==> config.mk <==
export PLATFORM = sky130hd
export DESIGN_NAME = movimenta_asteroides
export DESIGN_NICKNAME = d
export VERILOG_FILES = /design/src/rtl/movimenta_asteroides_pkg.sv /design/src/rtl/movimenta_asteroides_passo_coordenada.sv /design/src/rtl/movimenta_asteroides.sv
export SDC_FILE = /design/constraint.sdc
export NUM_CORES = 1
export LEC_CHECK = 0
export BUFFER_PORTS_ARGS = -buffer_cell sky130_fd_sc_hd__buf_2
export CORE_ASPECT_RATIO = 0.9
export CORE_UTILIZATION = 35
export DETAILED_ROUTE_END_ITERATION = 12
export GPL_ROUTABILITY_DRIVEN = 0
export PLACE_DENSITY = 0.6
export SLEW_MARGIN = 20
export SYNTH_ARGS = -nofsm -noshare
export SYNTH_HDL_FRONTEND = slang
export SYNTH_SLANG_ARGS = --single-unit
==> constraint.sdc <==
create_clock -name clock -period 1.9 [get_ports clock]
set_input_delay 0.57 -clock clock [delete_from_list [all_inputs] [get_ports clock]]
set_output_delay 0.57 -clock clock [all_outputs]
set_load 0.01 [all_outputs]
==> src/rtl/movimenta_asteroides_pkg.sv <==
// movimenta_asteroides_pkg: direction codes, state codes and asteroid entry layout
// shared by the asteroid mover and its coordinate stepper.
package movimenta_asteroides_pkg;

    typedef enum logic [2:0] {
        DIR_N, DIR_NE, DIR_E, DIR_SE, DIR_S, DIR_SW, DIR_W, DIR_NW
    } dir_t;

    typedef enum logic [2:0] {
        OCIOSO         = 3'd0,
        LE             = 3'd1,
        ESPERA_LEITURA = 3'd2,
        CALCULA        = 3'd3,
        ESCREVE        = 3'd4,
        PROXIMO        = 3'd5,
        FIM            = 3'd6
    } estado_t;

    // Entry layout, MSB to LSB: valid | dir[2:0] | y | x
    localparam int X_LSB = 0;
    function automatic int y_lsb(input int coord_w);
        return coord_w;
    endfunction
    function automatic int dir_lsb(input int coord_w);
        return 2 * coord_w;
    endfunction
    function automatic int valid_bit(input int coord_w);
        return 2 * coord_w + 3;
    endfunction

    function automatic logic signed [1:0] delta_x(input dir_t d);
        return (d == DIR_N || d == DIR_S) ? 2'sd0 :
               (d inside {DIR_NE, DIR_E, DIR_SE}) ? 2'sd1 : -2'sd1;
    endfunction

    // y grows downward, so north is -1
    function automatic logic signed [1:0] delta_y(input dir_t d);
        return (d == DIR_E || d == DIR_W) ? 2'sd0 :
               (d inside {DIR_SE, DIR_S, DIR_SW}) ? 2'sd1 : -2'sd1;
    endfunction

endpackage

==> src/rtl/movimenta_asteroides_passo_coordenada.sv <==
// passo_coordenada: moves one coordinate by -1/0/+1 with toroidal wrap at 0 and GRID_MAX.
module passo_coordenada #(
    parameter int COORD_W  = 4,
    parameter int GRID_MAX = 15
) (
    input  logic [COORD_W-1:0] coord,
    input  logic signed [1:0]  delta,
    output logic [COORD_W-1:0] coord_nova
);

    localparam logic [COORD_W-1:0] MAXC = COORD_W'(GRID_MAX);

    always_comb
        coord_nova = (delta == 2'sd1)  ? ((coord == MAXC) ? '0 : coord + COORD_W'(1)) :
                     (delta == -2'sd1) ? ((coord == '0) ? MAXC : coord - COORD_W'(1)) :
                     coord;

endmodule

==> src/rtl/movimenta_asteroides.sv <==
// movimenta_asteroides: walks the asteroid table once per start pulse, moving every
// valid entry one grid step in its direction and writing it back in place.
module movimenta_asteroides
    import movimenta_asteroides_pkg::*;
#(
    parameter int N_AST    = 16,
    parameter int COORD_W  = 4,
    parameter int GRID_MAX = 15
) (
    input  logic                       clock,
    input  logic                       reset,
    input  logic                       sinal_movimenta_asteroides,
    output logic [$clog2(N_AST)-1:0]   mem_addr,
    input  logic [2*COORD_W+3:0]       mem_rdata,
    output logic [2*COORD_W+3:0]       mem_wdata,
    output logic                       mem_we,
    output logic                       fim_move_asteroides,
    output logic                       ocupado,
    output logic [$clog2(N_AST):0]     num_ativos,
    output logic [2:0]                 db_estado_movimenta_asteroides
);

    localparam int AW        = $clog2(N_AST);
    localparam int EW        = 2 * COORD_W + 4;
    localparam int Y_LSB     = y_lsb(COORD_W);
    localparam int DIR_LSB   = dir_lsb(COORD_W);
    localparam int VALID_BIT = valid_bit(COORD_W);
    localparam logic [AW-1:0] ULTIMO = AW'(N_AST - 1);

    estado_t              estado;
    logic [AW-1:0]        idx;
    logic [AW:0]          contagem;
    logic [EW-1:0]        entrada;
    logic [COORD_W-1:0]   x_novo, y_novo, x_passo, y_passo;
    dir_t                 dir;

    assign dir = dir_t'(entrada[DIR_LSB +: 3]);

    passo_coordenada #(.COORD_W(COORD_W), .GRID_MAX(GRID_MAX)) u_passo_x (
        .coord      (entrada[X_LSB +: COORD_W]),
        .delta      (delta_x(dir)),
        .coord_nova (x_passo)
    );

    passo_coordenada #(.COORD_W(COORD_W), .GRID_MAX(GRID_MAX)) u_passo_y (
        .coord      (entrada[Y_LSB +: COORD_W]),
        .delta      (delta_y(dir)),
        .coord_nova (y_passo)
    );

    always_ff @(posedge clock or posedge reset) begin
        if (reset) begin
            estado     <= OCIOSO;
            idx        <= '0;
            contagem   <= '0;
            num_ativos <= '0;
            entrada    <= '0;
            x_novo     <= '0;
            y_novo     <= '0;
        end else begin
            case (estado)
                OCIOSO:
                    if (sinal_movimenta_asteroides) begin
                        idx      <= '0;
                        contagem <= '0;
                        estado   <= LE;
                    end
                LE: estado <= ESPERA_LEITURA;
                ESPERA_LEITURA: begin
                    entrada <= mem_rdata;
                    estado  <= CALCULA;
                end
                CALCULA:
                    if (entrada[VALID_BIT]) begin
                        x_novo   <= x_passo;
                        y_novo   <= y_passo;
                        contagem <= contagem + (AW + 1)'(1);
                        estado   <= ESCREVE;
                    end else begin
                        estado <= PROXIMO;
                    end
                ESCREVE: estado <= PROXIMO;
                PROXIMO:
                    if (idx == ULTIMO) begin
                        estado <= FIM;
                    end else begin
                        idx    <= idx + AW'(1);
                        estado <= LE;
                    end
                FIM: begin
                    num_ativos <= contagem;
                    estado     <= OCIOSO;
                end
                default: estado <= OCIOSO;
            endcase
        end
    end

    // Outputs decode straight from registers, so an async reset clears them at once.
    assign mem_addr                       = idx;
    assign mem_we                         = (estado == ESCREVE);
    assign mem_wdata                      = {entrada[EW-1:DIR_LSB], y_novo, x_novo};
    assign fim_move_asteroides            = (estado == FIM);
    assign ocupado                        = (estado != OCIOSO) && (estado != FIM);
    assign db_estado_movimenta_asteroides = estado;

endmodule

==> flow_summary.json, run 1 <==
{
  "numCtsBuffers": 5,
  "synth-simple-area-share_pct": 16.8,
  "synthMuxAreaShare_pct": 8.25,
  "dpl.hpwl_um": 2940,
  "hold_path_class": "primary input to async pin",
  "critPathMaxFanout": 4,
  "fmaxAchievable_mhz": 522,
  "avgSynthCellArea_um2": 9.79,
  "yosysUniqueCellTypes": 43,
  "setup_violations": 1,
  "synth_fa_ha_area_share_pct": 3.78,
  "final.setup.worst_slack_ns": -0.0165,
  "synth_xor_area_share_pct": 3.09,
  "syn-cell-area_um2": 1990,
  "area_growth_pct": 23.4,
  "grt-ovfl-total": 0,
  "r2r_setup_slack_ns": 0.10,
  "yosys_warnings": 0,
  "htreeDepth": 2,
  "rr_endpoint": "contagem[3]",
  "relSlewSlack_pct": 64.6,
  "fin_tns_setup_ns": -0.0165,
  "drc": 0,
  "port_buffers": 41,
  "outcome": "finished, violations left",
  "async_flop_share_pct": 100,
  "ios": 42,
  "drt-initial-drc-count": 80,
  "ys_ff_latch": 37,
  "crit_path_end_kind": "output pin",
  "cp_slowest_cell": "dfrtp_2",
  "total_power_uw": 4040,
  "cts_tree": "yes",
  "final_hold_viol_count": 0,
  "max_stage_delay_ns": 0.44,
  "wirelength_um": 4100,
  "rows": 25,
  "diodes": 0,
  "drive_gt1_share_pct": 33.6,
  "setup.worst_path.start_class": "flip-flop",
  "cts.sinks": 37,
  "cp.arrival_ns": 1.35,
  "crit_family": "simple AND/OR/NAND/NOR gates",
  "r2r_cells": 5,
  "grt_pass1_vias": 1401,
  "cts_hold_buf": 0,
  "avgViaCountPerCell": 4.92,
  "max_slew.worst_pin.slew_ns": 0.531,
  "power_density_nw_per_um2": 1650,
  "num_vias": 1589,
  "cp_num_buf_inv": 1,
  "synth_top_family_by_area": "simple AND/OR/NAND/NOR gates",
  "crit_type": "flip-flop to output pin",
  "drv_cap": 0,
  "slew_violations": 0,
  "rsz0062_at_grt": "yes",
  "p_leak_uw": 0.00122,
  "finish.net_count": 276,
  "clock_skew_ns": 0.00537,
  "initial_core_util_pct": 37.1,
  "grt_max_degree": 38,
  "violations": "negative setup slack",
  "syn-num-nets": 224,
  "drtAntennaViolNets": 0,
  "synth_seq_area_share_pct": 46.6,
  "dieArea_um2": 5980,
  "path_cells": "nor2b_4 -> or3_1 -> buf_2",
  "vdd_drop_max_mv": 0.689,
  "rr_startpoint": "db_estado_movimenta_asteroides[1]",
  "synth_edf_count": 0,
  "fin_crit_ns": 1.92,
  "synth_compound_area_share_pct": 15.9,
  "first_pass_iters": 4,
  "wire_per_inst_um": 12.7,
  "finalCritPeriodShare_pct": 101,
  "grt_antenna_before_repair": 0,
  "cts-root-buf": "clkbuf_8",
  "fp.dieW_um": 81.4,
  "syn-instance-count": 203,
  "clk_latency_ns": 0.28,
  "die_y_um": 73.5,
  "track_usage_pct": 14.7,
  "clockBufferDepth": 2,
  "core_area_um2": 5350,
  "yosys_most_used_dff": "dfrtp_1",
  "grt_pass1_wl_um": 6660,
  "critPathRequiredTime_ns": 1.33,
  "path_clk_slew_ns": 0.08
}
[cell usage in the layout (no fill, tap or decap), types with 2 or more instances in the layout]
cell type	netlist	routed
nand4_1	3	3
clkbuf_8	0	6
a2bb2oi_1	2	2
nor2b_4	0	2
nor2b_1	4	2
nand2_1	23	23
xor2_1	3	3
or4_1	3	3
a21oi_1	6	6
mux2_2	11	11
o22ai_1	3	3
nand2b_1	2	2
inv_1	11	11
dfrtp_1	37	34
o21ai_0	17	17
mux2i_1	4	4
a211oi_1	2	2
ha_1	6	6
a22o_1	2	2
a31oi_1	4	4
buf_4	4	15
nor2_1	10	10
dfrtp_2	0	3
a21o_1	2	2
o311a_1	2	2
nand3_1	9	9
o211ai_1	2	2
xnor2_1	4	4
o21bai_1	2	2
and3_1	2	2
buf_2	2	41
o31ai_1	2	2
[cell usage after synthesis, types with 2 or more instances]
library cell,count,area [um2]
ha_1,6,75.1
clkbuf_1,5,18.8
or4_1,3,22.5
and3_1,2,12.5
a21o_1,2,15.0
o21bai_1,2,15.0
or2_2,2,12.5
mux2_2,11,124
nand3_1,9,45.0
a2bb2oi_1,2,17.5
a31oi_1,4,25.0
inv_1,11,41.3
xor2_1,3,26.3
a22o_1,2,17.5
nor2_1,10,37.5
o22ai_1,3,18.8
o211ai_1,2,15.0
dfrtp_1,37,926
o21ai_0,17,85.1
nand4_1,3,18.8
buf_2,2,10.0
a21oi_1,6,30.0
a211oi_1,2,15.0
nand2_1,23,86.3
nor2b_1,4,25.0
o31ai_1,2,15.0
xnor2_1,4,35.0
o311a_1,2,20.0
nand2b_1,2,12.5
buf_4,4,30.0
mux2i_1,4,40.0
[worst max path at each step]
stage | startpoint | end | slack, ns | cells past startpoint
after detailed placement | sinal_movimenta_asteroides | contagem[3] | 0.04 | 5
after floorplan | sinal_movimenta_asteroides | contagem[3] | 0.17 | 4
after CTS | db_estado_movimenta_asteroides[1] | ocupado | -0.03 | 3
after global placement | sinal_movimenta_asteroides | contagem[3] | 0.06 | 5
final | db_estado_movimenta_asteroides[2] | ocupado | -0.02 | 3
after global routing | db_estado_movimenta_asteroides[1] | ocupado | -0.07 | 3
[state kept, by name (all words and copies together), names as in the netlist]
name,cells
contagem,5
mem_addr,4
entrada,12
num_ativos,5
db_estado_movimenta_asteroides,3
x_novo,4
y_novo,4
[what timing repair did]
action | 4_1_cts | 5_1_grt
gates resized for setup | 8 | 2
pin swaps | 1 | 3
buffers inserted | 7 | 1
endpoints found under the setup margin | 3 | 4
[stage by stage]
step | std cells | cell area, um2 | setup slack, ns | hold slack, ns | utilization, %
after floorplan | 203 | 1990 | 0.171 | 0.493 | -
after global placement | 307 | 2270 | 0.0556 | 0.458 | 42.4
after detailed placement | 307 | 2270 | 0.0353 | 0.466 | 42.4
after CTS | 322 | 2440 | -0.0261 | 0.401 | 45.5
after global routing | 323 | 2450 | -0.0667 | 0.439 | 45.8
final | 323 | 2450 | -0.0165 | 0.381 | 45.8
[metal layers]
layer	part of all wire, %	vias to the layer above	global-route usage (%)
li1	-	831	-
met1	54	724	22.6
met2	42	30	20.2
met3	3.9	4	3.60
met4	1.0	0	4.17
met5	0	-	0
[worst min-delay path, delay by kind of cell]
family / cells / cell delay (ns)
buf+inv: 3 / 0.53
[cell families (layout without fill, tap and decap cells)]
family | count (synthesis) | after routing
buffers and inverters | 23 | 76
AO/OA/AOI/OAI | 49 | 49
multiplexers | 15 | 15
XOR/XNOR | 7 | 7
flip-flops | 37 | 37
AND/OR/NAND/NOR | 66 | 66
adder cells (fa/ha/maj) | 6 | 6
[layout make-up]
class                   count  area [um2]
well taps                  67        83.8
clock inverters             2        13.8
fillers                   533        2900
inverters                  11        41.3
flip-flops and latches     37         930
repair buffers             57         329
clock buffers               6        82.6
multi-input cells         143         972
[power breakdown]
part / internal (uW) / switching, uW / leakage (uW)
combinational: 995 / 974 / 0.000698
clock: 294 / 281 / 0.0000512
sequential: 1110 / 390 / 0.000469
total: 2400 / 1640 / 0.00122
Power figures use the tool's default switching activity.
==> run 2: changes to the inputs <==
Settings changed: PLACE_DENSITY 0.6 to 0.64.
==> flow_summary.json, run 2 (same netlist as run 1, synthesis figures left out) <==
{
  "fp.dieW_um": 81.4,
  "drtAntennaViolNets": 0,
  "finish.net_count": 276,
  "largest_reg_flops": 12,
  "fmaxAchievable_mhz": 521,
  "placed_cells": 307,
  "cp-endpoint": "ocupado",
  "final_hold_viol_count": 0,
  "final_cells": 322,
  "port_buffers": 41,
  "avgViaCountPerCell": 4.99,
  "violations": "negative setup slack",
  "area_growth_pct": 24.1,
  "initial_core_util_pct": 37.1,
  "cts-root-buf": "clkbuf_8",
  "htreeDepth": 2,
  "r2r_setup_slack_ns": 0.05,
  "grt_pass1_wl_um": 6920,
  "fillerInstances": 541,
  "slew_violations": 0,
  "dieArea_um2": 5980,
  "vdd_drop_max_mv": 0.533,
  "rr_endpoint": "contagem[4]",
  "top_regs": "entrada: 12 flops, contagem: 5 flops, num_ativos: 5 flops",
  "p_leak_uw": 0.00122,
  "whs_ns": 0.390,
  "largest_register": "entrada",
  "clockBufferDepth": 2,
  "diodes": 0,
  "first_pass_iters": 4,
  "outcome": "finished, violations left",
  "drc": 0,
  "cts_hold_buf": 0,
  "cts.sinks": 37,
  "cts_tree": "yes",
  "rows": 25,
  "grt-ovfl-total": 0,
  "finalCritPeriodShare_pct": 101,
  "path_clk_slew_ns": 0.08,
  "grt_max_degree": 38,
  "setup.worst_path.start_class": "flip-flop",
  "cp.arrival_ns": 1.35,
  "die_y_um": 73.5,
  "hold_path_class": "primary input to async pin",
  "setup_violations": 1,
  "max_slew.worst_pin.slew_ns": 0.567,
  "rsz0062_at_grt": "yes",
  "final_cell_mix": "buf_2 (41), dfrtp_1 (34), nand2_1 (23)",
  "grt_antenna_before_repair": 0,
  "power_density_nw_per_um2": 1660,
  "critPathMaxFanout": 5,
  "crit_type": "flip-flop to output pin",
  "total_power_uw": 4090,
  "grt_pass1_vias": 1482,
  "rr_startpoint": "db_estado_movimenta_asteroides[1]",
  "layout_commonest_cell": "buf_2",
  "wire_per_inst_um": 13.1,
  "drt-initial-drc-count": 71,
  "numCtsBuffers": 5,
  "fin_crit_ns": 1.92,
  "critPathRequiredTime_ns": 1.33,
  "wirelength_um": 4230,
  "num_vias": 1608,
  "track_usage_pct": 15.2,
  "critPathLaunch": "db_estado_movimenta_asteroides[1]",
  "core_area_um2": 5350,
  "dpl.hpwl_um": 2980,
  "drive_gt1_share_pct": 33.7,
  "r2r_cells": 6,
  "relSlewSlack_pct": 62.2,
  "clock_skew_ns": 0.0103,
  "dp_slack_ns": 0.0185,
  "ios": 42,
  "final.setup.worst_slack_ns": -0.0207,
  "clk_latency_ns": 0.29,
  "drv_cap": 0,
  "crit_path_end_kind": "output pin"
}
run 2: cell types whose count changed in the layout (fill, tap and decap cells not counted):
cell | previous run | this run
buf_4 | 15 | 13
buf_6 | 1 | 2
clkinv_4 | 1 | 0
or3b_4 | 0 | 1
or3b_1 | 1 | 0
buf_12 | 0 | 1
clkinvlp_4 | 0 | 1
clkinv_2 | 1 | 0
run 2: worst min path at each step:
stage	start	to	slack (ns)	cells past startpoint
2_1_floorplan	contagem[4]	contagem[4]	0.49	2
3_3_place_gp	y_novo[2]	y_novo[2]	0.46	2
3_5_place_dp	x_novo[1]	x_novo[1]	0.47	2
4_1_cts	reset	db_estado_movimenta_asteroides[0]	0.40	3
5_1_grt	reset	entrada[6]	0.44	3
6_report	reset	num_ativos[1]	0.39	3
run 2: cell type report:
cell class                      instances  area [um2]  share of cell area, %
Inverter                               11        41.3                   1.68
Timing Repair Buffer                   57         345                   14.0
Multi-Input combinational cell        143         975                   39.5
Clock inverter                          1        7.51                  0.305
Clock buffer                            6        82.6                   3.35
Tap cell                               67        83.8                   3.40
Sequential cell                        37         930                   37.7
run 2: worst max-delay path: stages (launching register included):
cell     delay (ns)
dfrtp_2        0.44
nor2b_4        0.15
or3_1          0.33
buf_2          0.14
run 2: where the power goes:
part	total, uW	switching, uW	leakage (uW)	internal [uW]
Combinational	2040	1000	0.000704	1040
Sequential	1500	386	0.000469	1110
Clock	553	267	0.0000433	287
run 2: repair_timing:
action / 4_1_cts / 5_1_grt
pin swaps: 1 / 5
resized for setup: 8 / 4
setup endpoints to repair: 2 / 4
buffers inserted: 7 / 1
run 2: per-stage QoR:
step | TNS, ns | utilization [%] | cell area [um2]
after detailed placement | 0 | 42.4 | 2270
after global placement | 0 | 42.4 | 2270
after floorplan | 0 | - | 1990
after global routing | -0.0738 | 46.1 | 2460
final | -0.0207 | 46.1 | 2460
after CTS | -0.0206 | 45.7 | 2450
run 2: per-layer routing:
| layer | part of all wire, % | up-vias | track usage, % |
|---|---|---|---|
| met5 | 0 | - | 0 |
| met4 | 1.4 | 0 | 4.96 |
| met3 | 4.8 | 6 | 4.35 |
| met1 | 48 | 735 | 20.3 |
| met2 | 46 | 44 | 23.6 |
| li1 | - | 823 | - |
==> run 3: changes to the inputs <==
Settings changed: CELL_PAD_IN_SITES_DETAIL_PLACEMENT from default to 1, CELL_PAD_IN_SITES_GLOBAL_PLACEMENT from default to 2, CORE_UTILIZATION 35 to 30, PLACE_DENSITY 0.64 to 0.84.
Clock period 1.9 ns to 1.6 ns, I/O delays scaled along.
==> flow_summary.json, run 3 (same netlist as run 1, synthesis figures left out) <==
{
  "outcome": "finished, violations left",
  "violations": "negative setup slack",
  "drive_gt1_share_pct": 41.7,
  "critPathRequiredTime_ns": 1.12,
  "die_y_um": 79.2,
  "port_buffers": 41,
  "cp_slowest_cell": "dfrtp_1",
  "cp_num_buf_inv": 1,
  "setup_violations": 7,
  "layout_commonest_cell": "buf_2",
  "dieArea_um2": 6950,
  "max_stage_delay_ns": 0.42,
  "diodes": 0,
  "core_area_um2": 6250,
  "power_density_nw_per_um2": 2000,
  "critPathMaxFanout": 3,
  "grt_antenna_before_repair": 0,
  "grt_max_degree": 38,
  "largest_reg_flops": 12,
  "hold_path_class": "primary input to async pin",
  "avgViaCountPerCell": 4.81,
  "cts_tree": "yes",
  "grt_pass1_wl_um": 8740,
  "vdd_drop_max_mv": 0.530,
  "relSlewSlack_pct": 72.4,
  "final.setup.worst_slack_ns": -0.245,
  "crit_family": "simple AND/OR/NAND/NOR gates",
  "utilization_pct": 42.8,
  "rsz0062_at_grt": "yes",
  "htreeDepth": 2,
  "wire_per_inst_um": 14.8,
  "cts-root-buf": "clkbuf_8",
  "p_leak_uw": 0.00131,
  "top_regs": "entrada: 12 flops, contagem: 5 flops, num_ativos: 5 flops",
  "rr_endpoint": "contagem[3]",
  "rows": 27,
  "clockBufferDepth": 2,
  "total_power_uw": 5360,
  "fin_crit_ns": 1.85,
  "num_vias": 1721,
  "clock_skew_ns": 0.00749,
  "crit_type": "flip-flop to output pin",
  "drc": 0,
  "slew_violations": 0,
  "largest_register": "entrada",
  "drv_cap": 0,
  "ios": 42,
  "setup.worst_path.start_class": "flip-flop",
  "rr_startpoint": "db_estado_movimenta_asteroides[0]",
  "numCtsBuffers": 5,
  "wirelength_um": 5310,
  "cp.arrival_ns": 1.37,
  "finalCritPeriodShare_pct": 115,
  "initial_core_util_pct": 31.8,
  "path_cells": "nor2b_4 -> or3_4 -> buf_6",
  "path_clk_slew_ns": 0.08,
  "cts_hold_buf": 0,
  "fmaxAchievable_mhz": 542,
  "track_usage_pct": 16.3,
  "grt_pass1_vias": 1773,
  "area_growth_pct": 34.7,
  "final_cell_mix": "buf_2 (38), dfrtp_1 (35), buf_4 (24)",
  "finish.net_count": 291,
  "crit_path_end_kind": "output pin",
  "r2r_setup_slack_ns": -0.12,
  "first_pass_iters": 3,
  "cts.sinks": 37,
  "r2r_cells": 5,
  "grt-ovfl-total": 0,
  "final_hold_viol_count": 0,
  "clk_latency_ns": 0.29,
  "drtAntennaViolNets": 0,
  "drt-initial-drc-count": 34,
  "dpl.hpwl_um": 3670,
  "max_slew.worst_pin.slew_ns": 0.413,
  "fin_tns_setup_ns": -0.911,
  "fp.dieW_um": 87.8
}
-- run 3: cell types whose count changed in the layout (fill, tap and decap cells not counted), sizes merged --
cell | previous run | this run
buf | 57 | 72
clkinv | 0 | 2
clkinvlp | 1 | 0
-- run 3: what timing repair did --
action	CTS	global route
buffers inserted	5	4
pin swaps	0	2
endpoints found under the hold margin	0	0
endpoints found under the setup margin	9	18
resized for setup	13	22
-- run 3: report_power, final --
group	leakage [uW]	total, uW	switching, uW	internal [uW]
Sequential	0.000470	1680	365	1320
Clock	0.0000450	637	335	302
Combinational	0.000799	3040	1500	1540
Total	0.00131	5360	2200	3160
-- run 3: worst min-delay path: cells and delay by family --
family                 cells  cell delay, ns
buffers and inverters      3            0.41
-- run 3: routing by layer --
metal | up-vias | GRT usage [%] | part of all wire (%) | wire length, um
li1 | 856 | - | - | -
met1 | 832 | 22.1 | 48 | 2570
met2 | 27 | 25.7 | 48 | 2530
met3 | 6 | 3.43 | 3.0 | 157
met4 | 0 | 5.74 | 1.1 | 61
met5 | - | 0 | 0 | 0
-- run 3: final cells by class --
type,count,area (um2)
Clock inverter,2,10.0
Clock buffer,6,72.6
Fill cell,746,3570
Inverter,11,41.3
Timing Repair Buffer,72,492
Sequential cell,37,928
Tap cell,87,109
Multi-Input combinational cell,143,1020
-- run 3: worst max-delay path by stage --
stage	startpoint	end	slack (ns)	depth (start not counted)
2_1_floorplan	db_estado_movimenta_asteroides[1]	contagem[3]	-0.04	5
3_3_place_gp	sinal_movimenta_asteroides	contagem[3]	-0.06	5
3_5_place_dp	sinal_movimenta_asteroides	contagem[3]	-0.09	5
4_1_cts	db_estado_movimenta_asteroides[1]	ocupado	-0.24	3
5_1_grt	db_estado_movimenta_asteroides[1]	ocupado	-0.30	3
6_report	db_estado_movimenta_asteroides[1]	ocupado	-0.25	3
-- run 3: through the flow --
step           hold slack [ns]  worst slack [ns]  area [um2]  std cells
6_report                 0.232            -0.245        2680        358
4_1_cts                  0.237            -0.241        2570        354
3_3_place_gp             0.460           -0.0571        2410        341
2_1_floorplan            0.495           -0.0368        1990        203
3_5_place_dp             0.470           -0.0867        2410        341
5_1_grt                  0.257            -0.297        2680        358
